## config.mk

```make
export PLATFORM = sky130hd
export DESIGN_NAME = shift_add_mac
export DESIGN_NICKNAME = d
export VERILOG_FILES = /design/src/rtl/shift_add_mac.sv
export SDC_FILE = /design/constraint.sdc
export NUM_CORES = 1
export LEC_CHECK = 0
export CORE_MARGIN = 2
export CORE_UTILIZATION = 40
export DETAILED_ROUTE_END_ITERATION = 6
export GPL_TIMING_DRIVEN = 0
export PLACE_DENSITY = 0.7
export SYNTH_ARGS = -nofsm -noshare
export SYNTH_HDL_FRONTEND = slang
export SYNTH_SLANG_ARGS = --single-unit
```

## constraint.sdc

```tcl
create_clock -name clk -period 2.7 [get_ports clk]
set_input_delay 0.405 -clock clk [delete_from_list [all_inputs] [get_ports clk]]
set_output_delay 0.405 -clock clk [all_outputs]
set_load 0.02 [all_outputs]
```

## src/rtl/shift_add_mac.sv

```systemverilog
// shift_add_mac: unsigned WIDTH x WIDTH shift-and-add multiplier feeding a wrapping accumulator.
// One multiplier bit is consumed per cycle; start/busy/done handshake toward the controller.
module shift_add_mac #(
  parameter int WIDTH     = 8,
  parameter int ACC_WIDTH = 20
) (
  input  logic                 clk,
  input  logic                 reset,
  input  logic                 start,
  input  logic                 clear_acc,
  input  logic [WIDTH-1:0]     a,
  input  logic [WIDTH-1:0]     b,
  output logic                 busy,
  output logic                 done,
  output logic [ACC_WIDTH-1:0] acc_out,
  output logic                 overflow
);

  localparam int PW    = 2 * WIDTH;
  localparam int CNT_W = (WIDTH > 1) ? $clog2(WIDTH) : 1;
  localparam logic [CNT_W-1:0] LAST_CNT = CNT_W'(WIDTH - 1);

  typedef enum logic [1:0] {
    IDLE = 2'd0,
    MULT = 2'd1,
    ACC  = 2'd2
  } state_t;

  state_t               state_r;
  state_t               state_next_s;
  logic [PW-1:0]        mcand_r;
  logic [WIDTH-1:0]     mplier_r;
  logic [PW-1:0]        product_r;
  logic [CNT_W-1:0]     count_r;
  logic                 clr_pending_r;
  logic [ACC_WIDTH-1:0] acc_r;
  logic                 overflow_r;
  logic                 busy_r;
  logic                 done_r;
  logic [PW-1:0]        partial_s;
  logic [ACC_WIDTH:0]   acc_sum_s;

  assign busy     = busy_r;
  assign done     = done_r;
  assign acc_out  = acc_r;
  assign overflow = overflow_r;

  // State register.
  always_ff @(posedge clk or posedge reset) begin
    if (reset) begin
      state_r <= IDLE;
    end else begin
      state_r <= state_next_s;
    end
  end

  // Next-state logic; MULT always runs the full WIDTH iterations.
  always_comb begin
    state_next_s = state_r;
    case (state_r)
      IDLE: begin
        if (start) begin
          state_next_s = MULT;
        end else begin
          state_next_s = IDLE;
        end
      end
      MULT: begin
        if (count_r == LAST_CNT) begin
          state_next_s = ACC;
        end else begin
          state_next_s = MULT;
        end
      end
      ACC:     state_next_s = IDLE;
      default: state_next_s = IDLE;
    endcase
  end

  // Partial-product mux and accumulator adder with carry-out.
  always_comb begin
    partial_s = {PW{1'b0}};
    if (mplier_r[0]) begin
      partial_s = mcand_r;
    end else begin
      partial_s = {PW{1'b0}};
    end
    acc_sum_s = {1'b0, acc_r} + {1'b0, ACC_WIDTH'(product_r)};
  end

  // Datapath and registered handshake outputs.
  always_ff @(posedge clk or posedge reset) begin
    if (reset) begin
      mcand_r       <= {PW{1'b0}};
      mplier_r      <= {WIDTH{1'b0}};
      product_r     <= {PW{1'b0}};
      count_r       <= {CNT_W{1'b0}};
      clr_pending_r <= 1'b0;
      acc_r         <= {ACC_WIDTH{1'b0}};
      overflow_r    <= 1'b0;
      busy_r        <= 1'b0;
      done_r        <= 1'b0;
    end else begin
      done_r <= 1'b0;
      case (state_r)
        IDLE: begin
          if (start) begin
            mcand_r       <= PW'(a);
            mplier_r      <= b;
            product_r     <= {PW{1'b0}};
            count_r       <= {CNT_W{1'b0}};
            clr_pending_r <= clear_acc;
            busy_r        <= 1'b1;
          end else if (clear_acc) begin
            acc_r      <= {ACC_WIDTH{1'b0}};
            overflow_r <= 1'b0;
          end
        end
        MULT: begin
          product_r <= product_r + partial_s;
          mcand_r   <= {mcand_r[PW-2:0], 1'b0};
          mplier_r  <= {1'b0, mplier_r[WIDTH-1:1]};
          count_r   <= count_r + CNT_W'(1'b1);
        end
        ACC: begin
          // A pending clear replaces the accumulator instead of adding into it.
          if (clr_pending_r) begin
            acc_r      <= ACC_WIDTH'(product_r);
            overflow_r <= 1'b0;
          end else begin
            acc_r      <= acc_sum_s[ACC_WIDTH-1:0];
            overflow_r <= overflow_r | acc_sum_s[ACC_WIDTH];
          end
          busy_r <= 1'b0;
          done_r <= 1'b1;
        end
        default: begin
          busy_r <= 1'b0;
        end
      endcase
    end
  end

endmodule

```

# Yosys cells after proc, flatten, opt, wreduce, memory -nomap -nowiden
# Cells that the tools add are included.
[op_classes] eq_ne=6 bitwise=2 reduce_logical=7 muxes=23 add_sub_neg=3
[ops] operator="$pmux W16 S2" count=2
[ops] operator="$mux W20" count=3
[ops] operator="$mux W16" count=3
[ops] operator="$pmux W20 S2" count=1
[ops] operator="$add A20 B16 Y21" count=1
[ops] operator="$add A16 B16 Y16" count=1
[ops] operator="$pmux W8 S2" count=1
[ops] operator="$mux W8" count=1
[ops] operator="$mux W1" count=6
[ops] operator="$ne A2 B2 Y1 const B" count=3
[ops] operator="$pmux W3 S2" count=1
[ops] operator="$reduce_and A2 Y1" count=3
[ops] operator="$pmux W1 S2" count=2
[ops] operator="$pmux W2 S2" count=1
[ops] operator="$reduce_bool A2 Y1" count=2
[ops] operator="$add A3 B1 Y3 const B" count=1
[ops] operator="$eq A3 B3 Y1 const B" count=1
[ops] operator="$mux W3" count=1
[ops] operator="$reduce_and A3 Y1" count=1
[ops] operator="$eq A2 B1 Y1 const B" count=1
[ops] operator="$eq A2 B2 Y1 const B" count=1
[ops] operator="$logic_not A2 Y1" count=1
[ops] operator="$mux W2" count=1
[ops] operator="$not A1 Y1" count=1
[ops] operator="$or A1 B1 Y1" count=1
[totals] inputBits=20 register_bits=69

# Logic depth before layout (Yosys ltp)
[depth] ltp_word=4 depth_mapped=10 depth_no_buf=10

# Worst setup path after synthesis
# No wires, ideal clock.
[synth_path] path_type="reg2reg" from="register acc_r[0] (netlist: acc_out[0])" to="register acc_r[8] (netlist: acc_out[8])" path_slack_ps=129 path_buffers=0 t_arrival_ps=2445 path_stages_with_launch=10 setup_ps=126 period_less_slack_ps=2571 path_cell_list="dfrtp_1 -> ha_1 -> fa_1 -> a21o_1 -> a2111oi_4 -> nor2_1 -> a21o_1 -> a211oi_1 -> nor3_1 -> a221o_1"
[synth_via] elab_chain_cells=3
[synth_rtl] element="start, declared" line_no="36" text="logic [ACC_WIDTH-1:0] acc_r;"
[synth_rtl] element="start signal, assigned" line_no="99" text="acc_r <= {ACC_WIDTH{1'b0}};"
[synth_rtl] element="start signal, assigned" line_no="115" text="acc_r <= {ACC_WIDTH{1'b0}};"
[synth_rtl] element="start signal, assigned" line_no="128" text="acc_r <= ACC_WIDTH'(product_r);"
[synth_rtl] element="$add A20 B16 Y21" line_no="88" text="acc_sum_s = {1'b0, acc_r} + {1'b0, ACC_WIDTH'(product_r)};"
[synth_rtl] element="$mux W20" line_no="127" text="if (clr_pending_r) begin"
[synth_rtl] element="$pmux W20 S2" line_no="105" text="case (state_r)"
# No other way between the ends.
# A chain may end at the register's enable or synchronous reset.

# Final worst setup path
[layout_path] from="register mplier_r[0]" to="register product_r[8]"
[layout_via] elab_chain_cells=3
[layout_rtl] element="start, declared" line_no="32" text="logic [WIDTH-1:0] mplier_r;"
[layout_rtl] element="start signal, assigned" line_no="95" text="mplier_r <= {WIDTH{1'b0}};"
[layout_rtl] element="start signal, assigned" line_no="122" text="mplier_r <= {1'b0, mplier_r[WIDTH-1:1]};"
[layout_rtl] element="$mux W16" line_no="83" text="if (mplier_r[0]) begin"
[layout_rtl] element="$add A16 B16 Y16" line_no="120" text="product_r <= product_r + partial_s;"
[layout_rtl] element="$pmux W16 S2" line_no="105"
[layout_rtl] element="end signal, assigned" line_no="96" text="product_r <= {PW{1'b0}};"
[layout_rtl] element="end signal, assigned" line_no="110" text="product_r <= {PW{1'b0}};"
[layout_rtl] element="end signal, assigned" line_no="120"
[layout_rtl] element="end, declared" line_no="33" text="logic [PW-1:0] product_r;"
# No other way between the ends.

==> run summary <==
Internal: 3.06 mW
Place WS: -0.192 ns
EDFF count, synth: 0
Pre-antenna DRT Iters: 5
RSZ-0062 raised after global routing: yes
Top FF cell, synth: dfrtp_1
power share of the clock group: 14.4%
layout cells sized above 1: 10.2%
Post-route DRC: 0
Std-Cell Rows: 38
Syn Nets: 539
Pins Over Slew Limit: 0
Syn Inst Count: 484
number of synthesis warnings: 0
Max Fclk: 375 MHz
clk_skew: 0.0117 ns
switch share: 42.8%
Total Routing Usage GR: 19.2%
CP max FO: 8
WP data arrival: 2.88 ns
core area: 10800 um2
Detail Placement HPWL: 7810 um
Die Area: 12000 um2
IO Pins: 43
clock period minus worst slack: 2.66 ns
Worst Hold Class: reg2reg
Post-DRT Antenna Nets: 0
clk slew on worst S/H paths: 0.07 ns
Initial Utilization: 41.1%
Setup WS post-layout: 0.0354 ns
Clock Sinks: 69
Netlist cell types: 54
sequential share of the synthesized area: 38.8%
grt ovf: 0
Final setup viols: 0
clk buf depth: 2
Worst setup SP type: flop
Slew Limit Headroom: 43.4%
CTS tree: built
Routability Congestion: 0.919
Inserted Clock Buffers: 9
n_diodes: 0
sequential share of power: 34.6%
Max-cap violations: 0
WHS: 0.490 ns
DR WL/cell: 16.0 um
Fin. Hold Viols: 0
Vert. Die Dim: 110 um
slowest stage delay, CP: 0.46 ns
die width: 110 um
Power Dens Cells: 986 nW/um2
Iter 0 DRT Violations: 282
synthesized cell area: 4460 um2
number of synthesized register bits: 69
period utilisation layout: 98.7%
worst-skew pair later-pin latency: 0.35 ns
critical path's slowest cell: dfrtp_2
Detailed Route WL: 11000 um
finished layout cell area: 5430 um2
LEAKAGE: 2.41 nW
status: complete, no violations
CP Cell Sequence: and2_4 -> ha_4 -> fa_2 -> a21o_1 -> a21o_1 -> buf_4 -> a211oi_2 -> o21ai_0 -> a21oi_1 -> xor2_1 -> o21ai_0
Gate power share: 51.0%
syn_area_per_cell: 9.21 um2
Slew @ Worst Pin: 0.850 ns
vias in the first global route: 3718
Sw Pwr: 2.29 mW
Root Driver: clkbuf_8
H-tree levels: 3
final net count: 599
first-pass GRT wire length: 18100 um
Post-synth ARST share: 100%
initial antenna violation count: 0
crit end category: flop
CP required: 2.92 ns
Setup CP Type: reg2reg
Vias/cell: 5.71
number of port buffers: 41
area grow syn2layout: 21.9%
largest net degree at the start of global routing: 70
vias: 3928
Worst VDD drop: 0.495 mV
Power Total: 5.35 mW
Placed Area: 5040 um2
[metrics by stage]
step | TNS (ns) | cells | util [%]
floorplan | 0 | 484 | -
global placement | -47.12 | 665 | 46.5
detailed placement | -0.762 | 665 | 46.5
CTS | 0 | 680 | 48.5
global route | -0.531 | 688 | 50.1
finish | 0 | 688 | 50.1
[kinds of logic (layout without fill, tap and decap cells)]
logic type	Yosys count	in the layout	synth area share [%]
AND/OR/NAND/NOR	143	143	15.9
flip-flops	69	69	38.8
buffers and inverters	31	95	2.61
AO/OA/AOI/OAI	179	179	27.1
XOR/XNOR	22	22	4.32
adder cells (fa/ha/maj)	35	35	10.2
multiplexers	5	5	1.15
[worst paths after layout]
kind	start	endpoint	cells past startpoint	slack, ns
max reg2reg	mplier_r[0]	product_r[8]	11	0.04
max	mplier_r[0]	product_r[8]	11	0.04
min reg2reg	mplier_r[5]	mplier_r[5]	2	0.49
min	mplier_r[5]	mplier_r[5]	2	0.49
min in group asynchronous	reset	mplier_r[5]	2	0.59
max in group asynchronous	reset	mplier_r[0]	2	1.52
[critical path: cells and delay by family (launching register included)]
family	cells	cell delay (ns)
compound gates	6	1.09
xor+xnor	1	0.15
fa+ha+maj	2	0.51
buf+inv	1	0.15
flops	1	0.46
simple gates	1	0.17
[placed cells by master, fill, tap and decap left out, drive strengths merged, types with 2 or more instances in the layout]
cell / n
nand2b: 5
a32oi: 2
a21oi: 29
o211ai: 3
nand2: 52
inv: 10
buf: 10
o21ai: 58
a31oi: 16
clkbuf: 32
a22o: 16
nor2: 20
a31o: 2
and2: 32
o2111ai: 3
nand3: 9
nand4: 4
a2111oi: 2
a211oi: 8
nor4: 2
or4: 3
xor2: 13
o31ai: 4
ha: 33
mux2i: 4
fa: 2
o21ba: 2
xnor2: 9
nor3: 6
clkinv: 2
dfrtp: 69
o21bai: 2
clkdlybuf4s50: 41
a21o: 18
a22oi: 5
nor2b: 7
[state kept, by name (all words and copies together) (netlist names)]
name and cells:
acc_out 20, clr_pending_r 1, overflow 1, mplier_r 8, product_r 16, mcand_r 16
done 1, count_r 3, state_r 2, busy 1
[synth_stat cells (all sizes together) (2+ instances only)]
| master | number | area (um2) |
|---|---|---|
| a2111oi | 2 | 42.5 |
| a211oi | 8 | 60.1 |
| a21o | 18 | 135 |
| a21oi | 29 | 149 |
| a22o | 16 | 140 |
| a22oi | 5 | 37.5 |
| a31o | 2 | 17.5 |
| a31oi | 16 | 106 |
| a32oi | 2 | 17.5 |
| and2 | 32 | 200 |
| clkbuf | 19 | 71.3 |
| dfrtp | 69 | 1730 |
| fa | 2 | 40.0 |
| ha | 33 | 413 |
| inv | 10 | 37.5 |
| mux2i | 4 | 40.0 |
| nand2 | 52 | 195 |
| nand2b | 5 | 31.3 |
| nand3 | 9 | 45.0 |
| nand4 | 4 | 25.0 |
| nor2 | 20 | 75.1 |
| nor2b | 7 | 43.8 |
| nor3 | 6 | 30.0 |
| nor4 | 2 | 12.5 |
| o2111ai | 3 | 26.3 |
| o211ai | 3 | 22.5 |
| o21ai | 58 | 290 |
| o21ba | 2 | 20.0 |
| o21bai | 2 | 15.0 |
| o31ai | 4 | 43.8 |
| or4 | 3 | 22.5 |
| xnor2 | 9 | 78.8 |
| xor2 | 13 | 114 |
[routing by layer]
metal / vias up / routed length, um / GRT usage (%)
met1: 1887 / 4910 / 24.6
li1: 1908 / - / -
met5: - / 0 / 0
met3: 26 / 452 / 3.91
met4: 0 / 278 / 6.78
met2: 107 / 5360 / 32.0
[repair_timing]
action	in CTS	in global routing
pin swaps	3	18
setup endpoints to repair	7	12
setup buffers	0	8
hold buffers	0	0
gates resized for setup	7	25
gates cloned	0	0
[cell type report]
type,instances,area [um2]
clock inverters,1,5.00
multi-input cells,384,2760
well taps,140,175
flip-flops and latches,69,1730
repair buffers,49,470
plain buffers,20,76.3
fillers,985,5410
inverters,11,43.8
clock buffers,14,173
[power groups by stage]
stage | clock network (mW) | logic, mW | registers, mW
4_1_cts | 0.801 | 2.59 | 1.82
2_1_floorplan | 0 | 1.69 | 1.90
6_report | 0.773 | 2.73 | 1.85
3_3_place_gp | 0 | 2.50 | 1.82
3_5_place_dp | 0 | 2.57 | 1.84
5_1_grt | 0.840 | 3.03 | 1.92
Power figures use the tool's default switching activity.
